## src/rtl/serial_pattern_tx_if.sv

```systemverilog
// serial_pattern_tx_if
// Bundles the control and serial-line signals of serial_pattern_tx.
//   master : stimulus side. Drives start/pattern/len/loop and observes w/busy/done/bit_idx.
//   slave  : transmitter side.
// Signals:
//   start   : launch request (level)
//   pattern : WIDTH-bit pattern to send
//   len     : number of bits to send
//   loop    : request to repeat the frame
//   w       : serial output line
//   busy    : high while a frame is sending or in its gap
//   done    : one-cycle pulse at the end of a frame
//   bit_idx : index of the bit currently on w
interface serial_pattern_tx_if #(
   parameter int WIDTH = 8,
   parameter int LW    = $clog2(WIDTH + 1)
);
   logic             start;
   logic [WIDTH-1:0] pattern;
   logic [LW-1:0]    len;
   logic             loop;
   logic             w;
   logic             busy;
   logic             done;
   logic [LW-1:0]    bit_idx;

   modport master (output start, pattern, len, loop,
                   input  w, busy, done, bit_idx);
   modport slave  (input  start, pattern, len, loop,
                   output w, busy, done, bit_idx);
endinterface

```

## src/rtl/serial_pattern_tx.sv

```systemverilog
// serial_pattern_tx
// Sends pattern[len-1:0] MSB-first on the single-bit line w. Each bit is held for
// BIT_TICKS clocks. Every frame is followed by a low guard gap of BIT_TICKS clocks.
// Optional feature: define SERIAL_TX_LOOP_EN to repeat the captured frame while
// loop=1. loop is sampled in the last gap cycle. In the default build loop is ignored.
// Ports:
//   clk   : rising-edge clock
//   reset : synchronous, active-low reset
//   bus   : serial_pattern_tx_if.slave, which carries the following signals
//           start, pattern, len, loop : inputs
//           w, busy, done, bit_idx    : outputs, all registered
module serial_pattern_tx #(
   parameter  int WIDTH     = 8,
   parameter  int BIT_TICKS = 4,
   localparam int LW        = $clog2(WIDTH + 1)
) (
   input  logic               clk,
   input  logic               reset,
   serial_pattern_tx_if.slave bus
);
   localparam int TW = (BIT_TICKS > 1) ? $clog2(BIT_TICKS) : 1;

   typedef enum logic [1:0] {IDLE, SEND, GAP} state_t;

   state_t           state_q, state_d;
   logic [WIDTH-1:0] pat_q, pat_d;
   logic [LW-1:0]    len_q, len_d;
   logic [LW-1:0]    idx_q, idx_d;
   logic [TW-1:0]    tick_q, tick_d;
   logic             w_q, w_d;
   logic             busy_q, busy_d;
   logic             done_q, done_d;

   logic loop_en;
`ifdef SERIAL_TX_LOOP_EN
   assign loop_en = bus.loop;
`else
   assign loop_en = 1'b0;
`endif

   // len is only accepted when it lies in 1..WIDTH. Out-of-range values leave the block idle.
   logic len_ok;
   assign len_ok = (bus.len != '0) && (bus.len <= LW'(WIDTH));

   logic tick_last;
   assign tick_last = (tick_q == TW'(BIT_TICKS - 1));

   // Shift the pattern and read bit 0. This avoids an index that is wider than the vector needs.
   function automatic logic bit_at(input logic [WIDTH-1:0] p, input logic [LW-1:0] i);
      logic [WIDTH-1:0] s;
      s = p >> i;
      return s[0];
   endfunction

   always_comb begin
      state_d = state_q;
      pat_d   = pat_q;
      len_d   = len_q;
      idx_d   = idx_q;
      tick_d  = tick_q;
      w_d     = 1'b0;
      busy_d  = busy_q;
      done_d  = 1'b0;
      case (state_q)
         IDLE: begin
            busy_d = 1'b0;
            idx_d  = '0;
            tick_d = '0;
            if (bus.start && len_ok) begin
               state_d = SEND;
               pat_d   = bus.pattern;
               len_d   = bus.len;
               idx_d   = bus.len - LW'(1);
               w_d     = bit_at(bus.pattern, bus.len - LW'(1));
               busy_d  = 1'b1;
            end
         end
         SEND: begin
            if (tick_last) begin
               tick_d = '0;
               if (idx_q != '0) begin
                  idx_d = idx_q - LW'(1);
                  w_d   = bit_at(pat_q, idx_q - LW'(1));
               end else begin
                  state_d = GAP;
                  idx_d   = '0;
               end
            end else begin
               tick_d = tick_q + TW'(1);
               w_d    = w_q;
            end
         end
         GAP: begin
            if (tick_last) begin
               tick_d = '0;
               done_d = 1'b1;
               if (loop_en) begin
                  // Restart from the captured frame. busy stays high, and done is
                  // raised in the same cycle as the first bit of the new frame.
                  state_d = SEND;
                  idx_d   = len_q - LW'(1);
                  w_d     = bit_at(pat_q, len_q - LW'(1));
               end else begin
                  state_d = IDLE;
                  busy_d  = 1'b0;
               end
            end else begin
               tick_d = tick_q + TW'(1);
            end
         end
         default: begin
            state_d = IDLE;
            busy_d  = 1'b0;
            idx_d   = '0;
            tick_d  = '0;
         end
      endcase
   end

   always_ff @(posedge clk) begin
      if (!reset) begin
         state_q <= IDLE;
         pat_q   <= '0;
         len_q   <= '0;
         idx_q   <= '0;
         tick_q  <= '0;
         w_q     <= 1'b0;
         busy_q  <= 1'b0;
         done_q  <= 1'b0;
      end else begin
         state_q <= state_d;
         pat_q   <= pat_d;
         len_q   <= len_d;
         idx_q   <= idx_d;
         tick_q  <= tick_d;
         w_q     <= w_d;
         busy_q  <= busy_d;
         done_q  <= done_d;
      end
   end

   assign bus.w       = w_q;
   assign bus.busy    = busy_q;
   assign bus.done    = done_q;
   assign bus.bit_idx = idx_q;
endmodule

```

## src/flat_wrapper.sv

```systemverilog
// flat-port wrapper written by rule: the top's interface ports become plain ports
module serial_pattern_tx_flat 
#(
   parameter  int WIDTH     = 8,
   parameter  int BIT_TICKS = 4,
   localparam int LW        = $clog2(WIDTH + 1)
)
  (clk, reset, bus_start, bus_pattern, bus_len, bus_loop, bus_w, bus_busy, bus_done, bus_bit_idx);
  serial_pattern_tx_if #(.WIDTH(WIDTH)) bus_i ();
  input  logic clk;
  input  logic reset;
  input wire logic [$bits(bus_i.start)-1:0] bus_start;
  input wire logic [$bits(bus_i.pattern)-1:0] bus_pattern;
  input wire logic [$bits(bus_i.len)-1:0] bus_len;
  input wire logic [$bits(bus_i.loop)-1:0] bus_loop;
  output wire logic [$bits(bus_i.w)-1:0] bus_w;
  output wire logic [$bits(bus_i.busy)-1:0] bus_busy;
  output wire logic [$bits(bus_i.done)-1:0] bus_done;
  output wire logic [$bits(bus_i.bit_idx)-1:0] bus_bit_idx;
  assign bus_i.start = bus_start;
  assign bus_i.pattern = bus_pattern;
  assign bus_i.len = bus_len;
  assign bus_i.loop = bus_loop;
  assign bus_w = bus_i.w;
  assign bus_busy = bus_i.busy;
  assign bus_done = bus_i.done;
  assign bus_bit_idx = bus_i.bit_idx;
  serial_pattern_tx #(.WIDTH(WIDTH), .BIT_TICKS(BIT_TICKS)) u_core (.clk(clk), .reset(reset), .bus(bus_i));
endmodule
```

## config.mk

```make
export PLATFORM = sky130hd
export DESIGN_NAME = serial_pattern_tx_flat
export DESIGN_NICKNAME = d
export VERILOG_FILES = /design/src/rtl/serial_pattern_tx_if.sv /design/src/rtl/serial_pattern_tx.sv /design/src/flat_wrapper.sv
export SDC_FILE = /design/constraint.sdc
export NUM_CORES = 1
export LEC_CHECK = 0
export ABC_AREA = 1
export BUFFER_PORTS_ARGS = -buffer_cell sky130_fd_sc_hd__buf_2
export CAP_MARGIN = 20
export CELL_PAD_IN_SITES_DETAIL_PLACEMENT = 1
export CELL_PAD_IN_SITES_GLOBAL_PLACEMENT = 2
export CORE_MARGIN = 1.5
export CORE_UTILIZATION = 28
export CTS_CLUSTER_DIAMETER = 80
export DETAILED_ROUTE_END_ITERATION = 7
export PLACE_DENSITY_LB_ADDON = 0.1
export SLEW_MARGIN = 40
export SYNTH_ARGS = -nofsm -noshare
export SYNTH_HDL_FRONTEND = slang
export SYNTH_SLANG_ARGS = --single-unit
```

## constraint.sdc

```tcl
create_clock -name clk -period 2.07 [get_ports clk]
set_clock_uncertainty 0.15 [all_clocks]
set_input_delay 0.414 -clock clk [delete_from_list [all_inputs] [get_ports clk]]
set_output_delay 0.414 -clock clk [all_outputs]
set_load 0.005 [all_outputs]
```

==> flow_summary_export.csv <==
group,metric,value,unit
run_status,outcome,"completed",
logic_synthesis,ys_warn_count,0,
placement,placedCellCount,251,
critical_path,crit_family,"buffers and inverters",
clocking,cts-buffers-inserted,3,
final_layout,syn2layout_area_growth,18.46,%
logic_synthesis,yosys-top-cells-area,"dfxtp_1, nand2_1, ha_1",
global_route,grt_pass1_wl,5464,um
global_route,grt_usage,15.86,%
timing,worst_pin_slew,0.2847,ns
logic_synthesis,syn_area_per_cell,6.402,um2
clocking,cts_sinks,19,
logic_synthesis,yosys.cell_count.top_type,"nand2_1",
logic_synthesis,syn-num-nets,204,
clocking,cts.htree.levels,1,
power_and_ir_drop,pwr_density_cell,942.4,mW/mm2
logic_synthesis,synth_area,0.001152,mm2
timing,final.setup.worst_slack,0.3776,ns
routing,detail-route-antenna-nets,0,
power_and_ir_drop,p_total,1.286,mW
clocking,clock-root-buffer,"clkbuf_8",
critical_path,cp-start-kind,"input pin",
power_and_ir_drop,ir_drop,0.3813,mV
placement,gp_congestion,0.7710,
global_route,gr-total-overflow,0,
critical_path,cp_num_buf_inv,3,
routing,firstDrtPassIters,4,
placement,pre_cts_ws,0.1136,ns
routing,drc_errors,0,
timing,tns,0,ns
timing,finalMaxSlewViolations,0,
critical_path,critPathSlowestCell,"o21ai_0",
routing,avgViaCountPerCell,4.580,
timing,finalSetupViolCount,0,
logic_synthesis,async_reset_ff_share,0,%
critical_path,criticalPathCategory,"in2reg",
critical_path,crit_fanout,10,
timing,slew_headroom,80.82,%
floorplan,dieArea,0.004509,mm2
final_layout,layout.cells.non_filler,255,
placement,dpl_cell_area,0.001320,mm2
routing,vias,1168,
timing,clock.fmax,0.5909,GHz
logic_synthesis,synth_common_cells,"nand2_1, nor2_1, inv_1, dfxtp_1, nand3_1",
job,cap_violations,0,
final_layout,n_fill_cell,530,
routing,first_iter_violations,30,
clocking,clk_path_buf_depth,2,
clocking,post_cts_buffers,0,
floorplan,io_pins,23,
routing,routedWlPerCell,12.07,um
logic_synthesis,synth_edf_count,0,
logic_synthesis,synth_top_area_cell,"dfxtp_1",
timing,fin_crit,1.692,ns
critical_path,crit_arrival,1.68,ns
final_layout,register_area,380.4,um2
clocking,clkTransAtPathRegs,0.07,ns
global_route,grt_pass1_vias,1224,
placement,dpl.hpwl,2632,um
routing,wirelength,3077,um
logic_synthesis,netlist.area_leader.share,33.01,%
critical_path,critical_path_required,2.05,ns
clocking,postCtsHoldBufs,0,
floorplan,core-area,0.003971,mm2
timing,post-route-period-util,81.76,%
floorplan,start_util,29.02,%
clocking,clkLatencyLatePin,0.25,ns
final_layout,finalNetCount,230,
floorplan,row_count,23,
global_route,grt_max_degree,12,
global_route,antenna_found_initial,0,
logic_synthesis,synthFlopType,"dfxtp_1",
final_layout,finish.instance_area,0.001365,mm2
logic_synthesis,ys_ff_latch,19,
logic_synthesis,ys_types,20,
hold_path,hold_class,"reg2reg",
critical_path,setup.worst_path.end_class,"flop",
final_layout,drive_above_1_share,16.10,%
critical_path,cp_cell_sequence,"buf_2, inv_2, ha_1, nand2_1, nand2_1, nand4_2, buf_4, o21ai_0, nor2_1",
placement,portBuffers,21,
floorplan,die_w,67.15,um
timing,hold_viol,0,
logic_synthesis,ys_seq_area_share,33.01,%
critical_path,cp_common_cell,"nand2_1",
clocking,cts_tree,"yes",
floorplan,die_h,67.15,um
final_layout,num_antenna_cells,0,
critical_path,max_stage_delay,0.25,ns
timing,rsz0062_at_grt,"false",
final_layout,multi_input_area,666.9,um2
logic_synthesis,synthCells,180,
clocking,cts-resized-gates,0,
power_and_ir_drop,leakagePower,0.6675,nW
[registers in the layout, indices dropped and copies added, names as in the netlist]
| name | cells |
|---|---|
| u_core.bus.busy | 1 |
| u_core.state_q | 2 |
| u_core.bus.done | 1 |
| u_core.bus.w | 1 |
| u_core.tick_q | 2 |
| u_core.pat_q | 8 |
| u_core.bus.bit_idx | 4 |
[layer usage]
layer	vias to the layer above	GRT usage [%]	routed length [um]
li1	619	-	-
met1	535	19.94	1535
met2	12	27.48	1452
met3	2	3.500	71
met4	0	3.827	17
met5	-	0	0
[kinds of logic after synthesis]
logic type,count (synthesis),share of synthesized area (%)
AOI/OAI and AO/OA,19,8.252
buffers and inverters,26,9.120
adders and majority gates,8,8.687
and+or+nand+nor,105,38.65
DFF,19,33.01
xor gates and xnor gates,3,2.281
[where the power goes]
group	switching (mW)	leakage, nW	internal, mW
clock	0.114	0.0228	0.136
combinational	0.353	0.489	0.199
sequential	0.0439	0.155	0.439
total	0.512	0.667	0.775
[final timing paths]
check        slack, ns  cells past startpoint                end               from
max               0.38                      9    u_core.pat_q[7]         bus_len[0]
min               0.28                      1   u_core.tick_q[0]   u_core.tick_q[0]
max reg2reg       0.38                      8  u_core.state_q[1]  u_core.state_q[0]
min reg2reg       0.28                      1   u_core.tick_q[0]   u_core.tick_q[0]
[cells in the final DEF (no fill, tap or decap)]
cell type	synthesis	layout
nand2_1	54	54
nor2_1	24	24
buf_2	0	21
inv_1	20	20
dfxtp_1	19	19
nand3_1	18	18
o21ai_0	12	12
ha_1	8	8
a21oi_1	7	7
nor2_2	3	3
clkbuf_8	0	3
inv_2	2	2
xnor2_1	2	2
clkinv_1	2	2
nor4_1	2	2
buf_4	0	2
nand2_2	1	1
xor2_1	1	1
nand4_2	1	1
nor3_1	1	1
nand3b_1	1	1
clkbuf_1	1	1
[area by class of cell]
cell class / instances / share of cell area (%)
tap: 50 / 4.583
inverter: 24 / 6.599
sequential: 19 / 27.86
multi-input combinational: 135 / 48.85
clock buffer: 4 / 3.300
timing repair buffer: 23 / 8.799
[worst register-to-register path, delay by kind of cell (launching register included)]
family / cells / cell delay, ns
flops: 1 / 0.32
simple gates: 1 / 0.14
compound gates: 4 / 0.67
fa+ha+maj: 1 / 0.19
buf+inv: 2 / 0.15
[metrics by stage]
step / utilization [%] / hold slack (ns)
after floorplan: - / 0.2547
after global placement: 33.24 / 0.2637
after detailed placement: 33.24 / 0.2766
after CTS: 34.37 / 0.2855
after global routing: 34.37 / 0.2984
final: 34.37 / 0.2816
No activity file was read; power rests on OpenSTA's default activity.
